File: src/rtl/controlador_entrada_saida.sv
// Sequences IN/OUT instructions against the enter pushbutton, the switches and the display register.
// Optional macro CONTROLADOR_OUT_PAUSA_EN: OUT also waits for an enter press before completing.
module controlador_entrada_saida #(
    parameter int DEBOUNCE_CICLOS = 16,
    parameter int LARGURA_CONT    = 16
) (
    input  logic        clock,
    input  logic        reset,
    input  logic        enter,
    input  logic [8:0]  entradaSwitch,
    input  logic        pedidoEntrada,
    input  logic        pedidoSaida,
    input  logic [31:0] dadoSaida,
    output logic        pararPC,
    output logic        escritaBanco,
    output logic [31:0] dadoEntrada,
    output logic [31:0] dadoDisplay,
    output logic        displayValido,
    output logic        esperandoEntrada
);

    localparam logic [1:0] OCIOSO        = 2'd0;
    localparam logic [1:0] ESPERA_SOLTO  = 2'd1;
    localparam logic [1:0] ESPERA_APERTO = 2'd2;
    localparam logic [1:0] CONCLUI       = 2'd3;

    localparam logic [LARGURA_CONT-1:0] LIMITE = LARGURA_CONT'(DEBOUNCE_CICLOS - 1);

    logic                    enterSync1, enterSync2;
    logic                    apertado;
    logic [1:0]              estado, proxEstado;
    logic                    tipoEntrada;
    logic [LARGURA_CONT-1:0] contador, proxContador;
    logic                    pedido;
    logic                    nivelAlvo;

    // Two-flop synchronizer; resets to "released" so a reset never fakes a press.
    always_ff @(posedge clock or posedge reset) begin
        if (reset) begin
            enterSync1 <= 1'b1;
            enterSync2 <= 1'b1;
        end else begin
            // NOTE: non-blocking so sync2 takes the old sync1, forming a real two-stage chain.
            enterSync1 <= enter;
            enterSync2 <= enterSync1;
        end
    end

    assign apertado  = !enterSync2;
    assign pedido    = pedidoEntrada | pedidoSaida;
    assign nivelAlvo = (estado == ESPERA_APERTO);

    always_comb begin
        // NOTE: defaults first so every path assigns both outputs and no latch is inferred.
        proxEstado   = estado;
        proxContador = '0;
        case (estado)
            OCIOSO: begin
                if (pedidoEntrada) begin
                    proxEstado = ESPERA_SOLTO;
                end else if (pedidoSaida) begin
`ifdef CONTROLADOR_OUT_PAUSA_EN
                    proxEstado = ESPERA_SOLTO;
`else
                    proxEstado = CONCLUI;
`endif
                end
            end
            ESPERA_SOLTO, ESPERA_APERTO: begin
                if (!pedido) begin
                    proxEstado = OCIOSO;
                end else if (apertado == nivelAlvo) begin
                    if (contador == LIMITE)
                        proxEstado = (estado == ESPERA_SOLTO) ? ESPERA_APERTO : CONCLUI;
                    else
                        proxContador = contador + LARGURA_CONT'(1);
                end
            end
            CONCLUI: proxEstado = OCIOSO;
            default: proxEstado = OCIOSO;
        endcase
    end

    always_ff @(posedge clock or posedge reset) begin
        if (reset) begin
            estado        <= OCIOSO;
            contador      <= '0;
            tipoEntrada   <= 1'b0;
            dadoEntrada   <= '0;
            dadoDisplay   <= '0;
            displayValido <= 1'b0;
        end else begin
            estado   <= proxEstado;
            contador <= proxContador;
            if (estado == OCIOSO && proxEstado != OCIOSO)
                tipoEntrada <= pedidoEntrada;
            if (estado == ESPERA_APERTO && proxEstado == CONCLUI && tipoEntrada)
                dadoEntrada <= {{23{entradaSwitch[8]}}, entradaSwitch};
            if (estado == CONCLUI && !tipoEntrada) begin
                dadoDisplay   <= dadoSaida;
                displayValido <= 1'b1;
            end
        end
    end

    // Releasing the PC in CONCLUI lets the PC and the register write advance on the same edge.
    assign pararPC          = pedido && (estado != CONCLUI) && !reset;
    assign escritaBanco     = (estado == CONCLUI) && tipoEntrada;
    assign esperandoEntrada = (estado == ESPERA_SOLTO) || (estado == ESPERA_APERTO);

endmodule

File: config.mk
export PLATFORM = sky130hd
export DESIGN_NAME = controlador_entrada_saida
export DESIGN_NICKNAME = d
export VERILOG_FILES = /design/src/rtl/controlador_entrada_saida.sv
export SDC_FILE = /design/constraint.sdc
export NUM_CORES = 1
export LEC_CHECK = 0
export ABC_AREA = 0
export CAP_MARGIN = 5
export CORE_MARGIN = 1.5
export CORE_UTILIZATION = 40
export CTS_CLUSTER_DIAMETER = 50
export DETAILED_ROUTE_END_ITERATION = 16
export MAX_ROUTING_LAYER = met4
export PLACE_DENSITY = 0.76
export SYNTH_ARGS = -nofsm -noshare
export SYNTH_HDL_FRONTEND = slang
export SYNTH_SLANG_ARGS = --single-unit
File: constraint.sdc
create_clock -name clock -period 2.7 [get_ports clock]
set_input_delay 0.405 -clock clock [delete_from_list [all_inputs] [get_ports clock]]
set_output_delay 0.405 -clock clock [all_outputs]
set_load 0.01 [all_outputs]
==> results.cfg, run 1 <==
[critical_path]
critPathKind = reg -> out
r2r_end = dadoEntrada[7]
endpoint_kind = output port
crit_fanout = 4
cpPeakStageDelay_ps = 590
r2r-start = estado[0]
crit_family = buffers and inverters
cp.buffers_inverters = 1
path_cells = ha_1, nor3_1, clkdlybuf4s50_1
r2r_setup_slack_ps = 570
critPathLaunchType = register
rr_worst_depth = 8
crit_required_ps = 2300
cp_slowest_cell = clkdlybuf4s50_1
critPathArrivalTime_ps = 1870

[yosys]
yosysWarnings = 0
yosys.area.top_type = dfrtp_1
syn_avg_cell_area_um2 = 11.9
synthArstFlopShare = 1.00
syn-num-nets = 312
ys.flop_type = dfrtp_1
yosys.area.top_type_share = 0.491
synthMostInstantiatedCell = dfrtp_1
mappedNetlistArea_um2 = 3110
yosys-top-cells-area = dfrtp_1 (49%), mux2_2 (12%), buf_4 (5.6%), o211ai_2 (3.2%), nand4_1 (2.8%)
synth-seq-cells = 63
synth_cells = 261
yosysUniqueCellTypes = 40
synthTopCellsByCount = dfrtp_1 (61), mux2_2 (32), buf_4 (23)
synth-edff-count = 0
yosysSeqAreaShare = 0.508

[sta]
rsz0062_at_grt = no
tightestPinTransition_ps = 630
tns_ps = 0
fmax_mhz = 440
fin_crit_ps = 2270
setup_viol = 0
finalCritPeriodShare = 0.842
whs_ps = 358
maxSlewHeadroom = 0.580
clock_skew_ps = 11.6
hold_viol_final = 0
drv_slew = 0

[route]
viasPerCell = 5.01
drc = 0
num_vias = 2316
drtIter0Drc = 107
drt_first_pass_iters = 4
avgRoutedWirePerCell_um = 14.6
wirelength_um = 6750
ant_nets = 0

[floorplan]
fp.coreArea_um2 = 7370
die-area_um2 = 8300
io_pins = 114
start_util = 0.422
fp-row-count = 31
die_w_um = 91.1
die_height_um = 91.1

[pwr]
ir_worst_vdd_uv = 533
power_per_cell_area_nw_per_um2 = 986
leakagePower_nw = 1.81

[global_routing]
grtUsageMet1 = 0.239
gr-usage-all-layers = 0.178
use_met3 = 0.0461
grt-ovfl-total = 0
use_met2 = 0.248
grt_max_degree = 45
antenna_found_initial = 0
grt_pass1_wl_um = 11400
grt_pass1_vias = 2390
grt-busiest-layer = met2

[placed_design]
dpl.hpwl_um = 4860
io_buffers = 113
place_congestion = 0.879

[layout]
drive_gt1_frac = 0.218
finalNetCount = 409
syn_to_final_growth_pct = 41.0
fillers = 603
antenna_cells = 0
fin_util = 0.595

[clock_network]
cts_sinks = 63
cts_hold_buf = 0
cts_setup_buffers = 0
ctsRootBufferMaster = clkbuf_8
tritoncts = yes
clock_path_buffers = 2
cts.reportedPaths.clkPinSlew_ps = 70
htreeDepth = 3
cts_made_buffers = 9
insertion_delay_ps = 340
postCtsResizedCells = 0

[worst_hold_path]
hp-start = enterSync1
hold_class = reg -> reg
min_to = enterSync2
min_path_cells = 0

[run]
cap_viol_max_count = 0

[run_status]
outcome = finished, final reports clean
[registers in the layout, indices dropped and copies added, names as in the netlist]
signal	flops
enterSync1	1
tipoEntrada	1
estado	2
displayValido	1
dadoDisplay	32
dadoEntrada	9
contador	16
enterSync2	1
[cell type report]
cell class | instances | area [um2] | area share
Inverter | 6 | 22.5 | 0.00514
Timing Repair Buffer | 118 | 1180 | 0.270
Clock buffer | 9 | 124 | 0.0283
Tap cell | 99 | 124 | 0.0283
Sequential cell | 63 | 1580 | 0.360
Multi-Input combinational cell | 160 | 1290 | 0.294
Clock inverter | 7 | 61.3 | 0.0140
[metal layers]
metal	part of all wire	up-vias
li1	-	1108
met1	0.48	1103
met2	0.44	95
met3	0.065	10
met4	0.014	0
met5	0	-
[cells by family (layout without fill, tap and decap cells)]
group,count (synthesis),in the layout,synth area share
xor gates and xnor gates,14,14,0.0395
adders and majority gates,5,5,0.0201
AOI/OAI and AO/OA,26,26,0.0789
and+or+nand+nor,83,83,0.158
DFF,63,63,0.508
buffers and inverters,38,140,0.0789
muxes,32,32,0.116
[how the worst max path moves through the flow]
stage	from	end	slack, ps	cells past startpoint
6_report	estado[0]	pararPC	430	3
5_1_grt	estado[0]	pararPC	290	3
4_1_cts	estado[0]	pararPC	400	3
3_5_place_dp	pedidoSaida	pararPC	480	4
3_3_place_gp	pedidoSaida	pararPC	510	4
2_1_floorplan	estado[0]	dadoEntrada[7]	720	7
[layout by cell type, fill, tap and decap left out, drive strengths merged, types with 2 or more instances in the layout]
cell type      count
or3                2
and3               6
nand2              8
clkdlybuf4s50    113
and2               4
nor4               4
dfrtp             61
ha                 5
buf                5
dfstp              2
nand3             13
inv               10
and4               2
xor2               8
nor2              18
clkbuf             9
xnor2              6
clkinvlp           2
mux2              32
o211ai            18
o21ai              4
or2                3
nand4             15
nor3               4
[where the power goes]
group | internal, mW | leakage (nW) | total (mW) | switching (mW)
Clock | 0.350 | 0.0888 | 0.770 | 0.420
Combinational | 1.17 | 0.970 | 2.08 | 0.907
Sequential | 1.26 | 0.755 | 1.47 | 0.210
[worst register-to-register path, cell delays in order, from the launching register on]
cell,delay [ps]
dfrtp_1,440
inv_1,90
ha_1,350
o21ai_0,160
or2_2,340
nor3_2,220
buf_4,210
o211ai_1,90
o211ai_1,170
[metrics by stage]
step	total power, mW	instance area (um2)	cells	worst slack [ps]
final	4.32	4380	462	427
after global routing	4.62	4380	462	286
after CTS	4.37	4380	462	401
after detailed placement	3.58	4200	446	482
after global placement	3.53	4200	446	510
after floorplan	2.69	3110	261	724
No activity file was read; power rests on OpenSTA's default activity.
==> run 2, diff against run 1 <==
PLACE_DENSITY = 0.79   (was 0.76)
clock period = 1.9 ns   (was 2.7 ns; I/O delays follow)
==> results.cfg, run 2 (same netlist as run 1, synthesis figures left out) <==
[route]
wl_met1_um = 3060
wl_met3_um = 548
avgRoutedWirePerCell_um = 14.7
viasPerCell = 5.17
top_layer = met4
num_vias = 2518
met2_length_um = 3510
drc = 0
drt_first_pass_iters = 4
drtIter0Drc = 149
ant_nets = 0
wirelength_um = 7180

[global_routing]
grt-ovfl-total = 0
antenna_found_initial = 0
grt_max_degree = 64
grt_pass1_wl_um = 11700
grt_pass1_vias = 2575
gr-usage-all-layers = 0.182

[sta]
setup_viol = 0
tightestPinTransition_ps = 337
hold_viol_final = 0
fmax_mhz = 534
fin_crit_ps = 1870
rsz0062_at_grt = yes
clock_skew_ps = 7.43
maxSlewHeadroom = 0.776
finalCritPeriodShare = 0.985
drv_slew = 0

[floorplan]
fp.coreArea_um2 = 7370
fp-row-count = 31
die_height_um = 91.1
start_util = 0.422
io_pins = 114
die_w_um = 91.1
die-area_um2 = 8300

[layout]
final_area_um2 = 4700
fillers = 566
drive_gt1_frac = 0.294
mostFrequentLayoutCells = clkdlybuf4s50_1 (110), dfrtp_1 (61), mux2_2 (32)
largest_register = dadoDisplay
syn_to_final_growth_pct = 51.1
reg_top3 = dadoDisplay: 32 flops, contador: 16 flops, dadoEntrada: 9 flops
mostFrequentLayoutCell = clkdlybuf4s50_1
final_cells = 487
largest_reg_flops = 32
finalNetCount = 434
antenna_cells = 0

[placed_design]
dpl_cell_area_um2 = 4400
placed_cells = 466
io_buffers = 113
place_congestion = 0.814
dpl.hpwl_um = 4980

[worst_hold_path]
hold_class = in -> async

[pwr]
p_comb_frac = 0.512
power_frac_clock = 0.176
power.internal_mw = 4.36
power_per_cell_area_nw_per_um2 = 1400
ir_worst_vdd_uv = 797
pwr-share-seq = 0.312
leakagePower_nw = 1.98
switching_share = 0.339
switching_power_mw = 2.24

[critical_path]
crit_family = simple AND/OR/NAND/NOR gates
crit_fanout = 5
cp.buffers_inverters = 1
path_cells = buf_6, ha_4, xnor2_4, nor2_1, nand3_2, and3_2, a21o_1
cp_slowest_cell = dfrtp_1
critPathLaunchType = register
cpPeakStageDelay_ps = 440
crit_required_ps = 2120
endpoint_kind = register
critPathArrivalTime_ps = 2090
critPathKind = reg -> reg

[run_status]
outcome = finished, final reports clean

[clock_network]
htreeDepth = 3
clock_path_buffers = 2
tritoncts = yes
cts_hold_buf = 0
cts.reportedPaths.clkPinSlew_ps = 70
ctsRootBufferMaster = clkbuf_8
cts_sinks = 63
cts_made_buffers = 9
insertion_delay_ps = 330

[run]
cap_viol_max_count = 0
==> run 2: changes by cell type in the layout (fill, tap and decap cells not counted), moves of 3 or more <==
| cell | previous run | this run |
|---|---|---|
| clkdlybuf4s50_1 | 113 | 110 |
| buf_6 | 0 | 3 |
| inv_6 | 3 | 0 |
| buf_4 | 4 | 24 |
==> run 2: worst paths after layout <==
path,startpoint,end,slack [ps],cells past startpoint
setup / recovery,estado[1],tipoEntrada,30,7
hold / removal,reset,dadoDisplay[10],370,3
setup reg to reg,estado[1],tipoEntrada,30,7
hold reg to reg,enterSync1,enterSync2,370,0
max in group asynchronous,reset,enterSync2,1220,3
min in group clock,enterSync1,enterSync2,370,0
==> run 2: final cells by class <==
type / instances / area [um2] / area share
Tap cell: 99 / 124 / 0.0264
Clock buffer: 11 / 141 / 0.0301
Timing Repair Buffer: 142 / 1380 / 0.294
Sequential cell: 63 / 1580 / 0.336
Multi-Input combinational cell: 161 / 1390 / 0.297
Clock inverter: 5 / 57.6 / 0.0123
Inverter: 6 / 22.5 / 0.00480
==> run 2: worst register-to-register path: cells and delay by family, from the launching register on <==
family / cells / cell delay (ps)
buffers and inverters: 1 / 150
AOI/OAI and AO/OA: 1 / 190
xor gates and xnor gates: 1 / 130
adders and majority gates: 1 / 170
DFF: 1 / 440
and+or+nand+nor: 3 / 680
==> run 2: timing repair <==
item | in CTS | in global routing
buffers inserted | 1 | 3
setup endpoints to repair | 10 | 34
resized for setup | 6 | 15
pin swaps | 0 | 5
gates cloned | 0 | 1
==> run 2: stage by stage <==
step	power [mW]	TNS [ps]	hold WS (ps)	setup slack [ps]	utilization
6_report	6.60	0	368	27.8	0.637
2_1_floorplan	3.86	0	289	2.32	-
4_1_cts	6.48	0	373	23.4	0.627
3_5_place_dp	5.28	-336	358	-57.5	0.598
5_1_grt	6.99	-131	374	-47.4	0.637
3_3_place_gp	5.20	-36.4	347	-16.2	0.598
==> run 2: power groups by stage <==
stage | registers [mW] | clock network (mW) | logic, mW
after floorplan | 2.27 | 0 | 1.59
after global placement | 2.05 | 0 | 3.16
after detailed placement | 2.07 | 0 | 3.21
after CTS | 2.06 | 1.20 | 3.23
after global routing | 2.13 | 1.26 | 3.60
final | 2.06 | 1.16 | 3.37
==> run 2: routing by layer <==
layer	up-vias	GRT usage
met5	-	-
met4	0	0.0599
met3	10	0.0536
met2	131	0.291
met1	1214	0.219
li1	1163	-
==> run 3, diff against run 2 <==
--- a/config.mk
+++ b/config.mk
@@ -9,9 +9,9 @@
 export CAP_MARGIN = 5
 export CORE_MARGIN = 1.5
-export CORE_UTILIZATION = 40
+export CORE_UTILIZATION = 29
 export CTS_CLUSTER_DIAMETER = 50
 export DETAILED_ROUTE_END_ITERATION = 16
 export MAX_ROUTING_LAYER = met4
-export PLACE_DENSITY = 0.79
+export PLACE_DENSITY = 0.61
 export SYNTH_ARGS = -nofsm -noshare
 export SYNTH_HDL_FRONTEND = slang
==> constraint.sdc (replaced) <==
create_clock -name clock -period 1.9 [get_ports clock]
set_input_delay 0.285 -clock clock [delete_from_list [all_inputs] [get_ports clock]]
set_output_delay 0.285 -clock clock [all_outputs]
set_load 0.05 [all_outputs]
==> results.cfg, run 3 (same netlist as run 1, synthesis figures left out) <==
[floorplan]
die_w_um = 107
fp.coreArea_um2 = 10400
fp-row-count = 37
die-area_um2 = 11300
start_util = 0.300
die_height_um = 107
io_pins = 114

[route]
drtIter0Drc = 125
wirelength_um = 7110
ant_nets = 0
drt_first_pass_iters = 4
drc = 0
viasPerCell = 4.62
avgRoutedWirePerCell_um = 13.6
num_vias = 2417

[sta]
drv_slew = 0
postLayoutSetupSlackWorst_ps = 81.1
rsz0062_at_grt = yes
fin_crit_ps = 1820
clock_skew_ps = 11.9
tns_ps = 0
fmax_mhz = 550
hold_viol_final = 0
maxSlewHeadroom = 0.650
setup_viol = 0
tightestPinTransition_ps = 523
finalCritPeriodShare = 0.957

[layout]
reg_top3 = dadoDisplay: 32 flops, contador: 16 flops, dadoEntrada: 9 flops
multiInputGateArea_um2 = 1370
mostFrequentLayoutCells = clkdlybuf4s50_1 (86), dfrtp_1 (61), mux2_2 (32)
largest_reg_flops = 32
syn_to_final_growth_pct = 61.7
finalNetCount = 433
seq_area_um2 = 1580
fillers = 974
antenna_cells = 0
mostFrequentLayoutCell = clkdlybuf4s50_1
drive_gt1_frac = 0.362
final_cells = 523
largest_register = dadoDisplay

[critical_path]
critPathLaunchType = register
critPathArrivalTime_ps = 1530
crit_required_ps = 1620
path_cells = clkdlybuf4s50_1
cp_slowest_cell = clkdlybuf4s50_1
cp.buffers_inverters = 1
endpoint_kind = output port
crit_family = buffers and inverters
critPathKind = reg -> out
crit_fanout = 3
cpPeakStageDelay_ps = 830

[worst_hold_path]
hold_class = in -> async

[placed_design]
post-place-ws_ps = -68.0
io_buffers = 113
place_congestion = 0.796
placed_cells = 506
dpl.hpwl_um = 5370

[global_routing]
grt_pass1_wl_um = 12000
grt_max_degree = 34
gr-usage-all-layers = 0.136
grt_pass1_vias = 2511
grt-ovfl-total = 0
antenna_found_initial = 0

[clock_network]
htreeDepth = 3
clock_path_buffers = 2
cts_hold_buf = 0
insertion_delay_ps = 340
cts_sinks = 63
ctsRootBufferMaster = clkbuf_8
cts.reportedPaths.clkPinSlew_ps = 70
cts_made_buffers = 9
tritoncts = yes

[run_status]
outcome = finished, final reports clean

[pwr]
leakagePower_nw = 2.15
power_mw = 8.74
power_per_cell_area_nw_per_um2 = 1740
ir_worst_vdd_uv = 915

[run]
cap_viol_max_count = 0
## run 3: changes by cell type in the layout (fill, tap and decap cells not counted), sizes merged
cell           previous run  this run
clkdlybuf4s50           110        86
dlygate4sd2               1         0
clkinv                    4         3
buf                      29        56
clkbuf                   12        10
and3                      7         6
clkinvlp                  0         1
clkdlybuf4s15             1         0
bufinv                    1         2
## run 3: layer usage
| metal | vias up | wire length, um | track usage |
|---|---|---|---|
| li1 | 1153 | - | - |
| met1 | 1163 | 3170 | 0.172 |
| met2 | 95 | 3250 | 0.204 |
| met3 | 6 | 626 | 0.0466 |
| met4 | 0 | 70 | 0.0438 |
| met5 | - | 0 | - |
## run 3: what timing repair did
item                                    4_1_cts  5_1_grt
buffers inserted                              0        1
hold endpoints to repair                      0        0
endpoints found under the setup margin        0       12
gates resized for setup                       0        6
## run 3: final timing paths
kind / slack, ps / start / depth (start not counted) / end
worst min-delay path: 300 / reset / 2 / dadoDisplay[16]
worst min register to register: 350 / enterSync1 / 0 / enterSync2
max in group asynchronous: 1080 / reset / 3 / dadoDisplay[30]
worst max register to register: 100 / contador[12] / 5 / dadoEntrada[7]
worst max-delay path: 80 / dadoEntrada[7] / 1 / dadoEntrada[7]
min in group clock: 350 / enterSync1 / 0 / enterSync2
## run 3: area by class of cell
cell class / instances / area share
Timing Repair Buffer: 142 / 0.333
Sequential cell: 63 / 0.314
Multi-Input combinational cell: 160 / 0.272
Tap cell: 136 / 0.0339
Clock buffer: 10 / 0.0254
Clock inverter: 6 / 0.0172
Inverter: 6 / 0.00448
## run 3: per-stage QoR
stage               utilization  cell area, um2  hold slack (ps)
floorplan                     -            3170              289
global placement          0.461            4780              346
detailed placement        0.461            4780              347
CTS                       0.482            5000              303
global route              0.484            5020              325
finish                    0.484            5020              299
## run 3: where the power goes
part / total, mW / switching, mW / internal [mW]
combinational: 5.42 / 3.21 / 2.21
sequential: 2.06 / 0.263 / 1.80
clock: 1.27 / 0.531 / 0.737
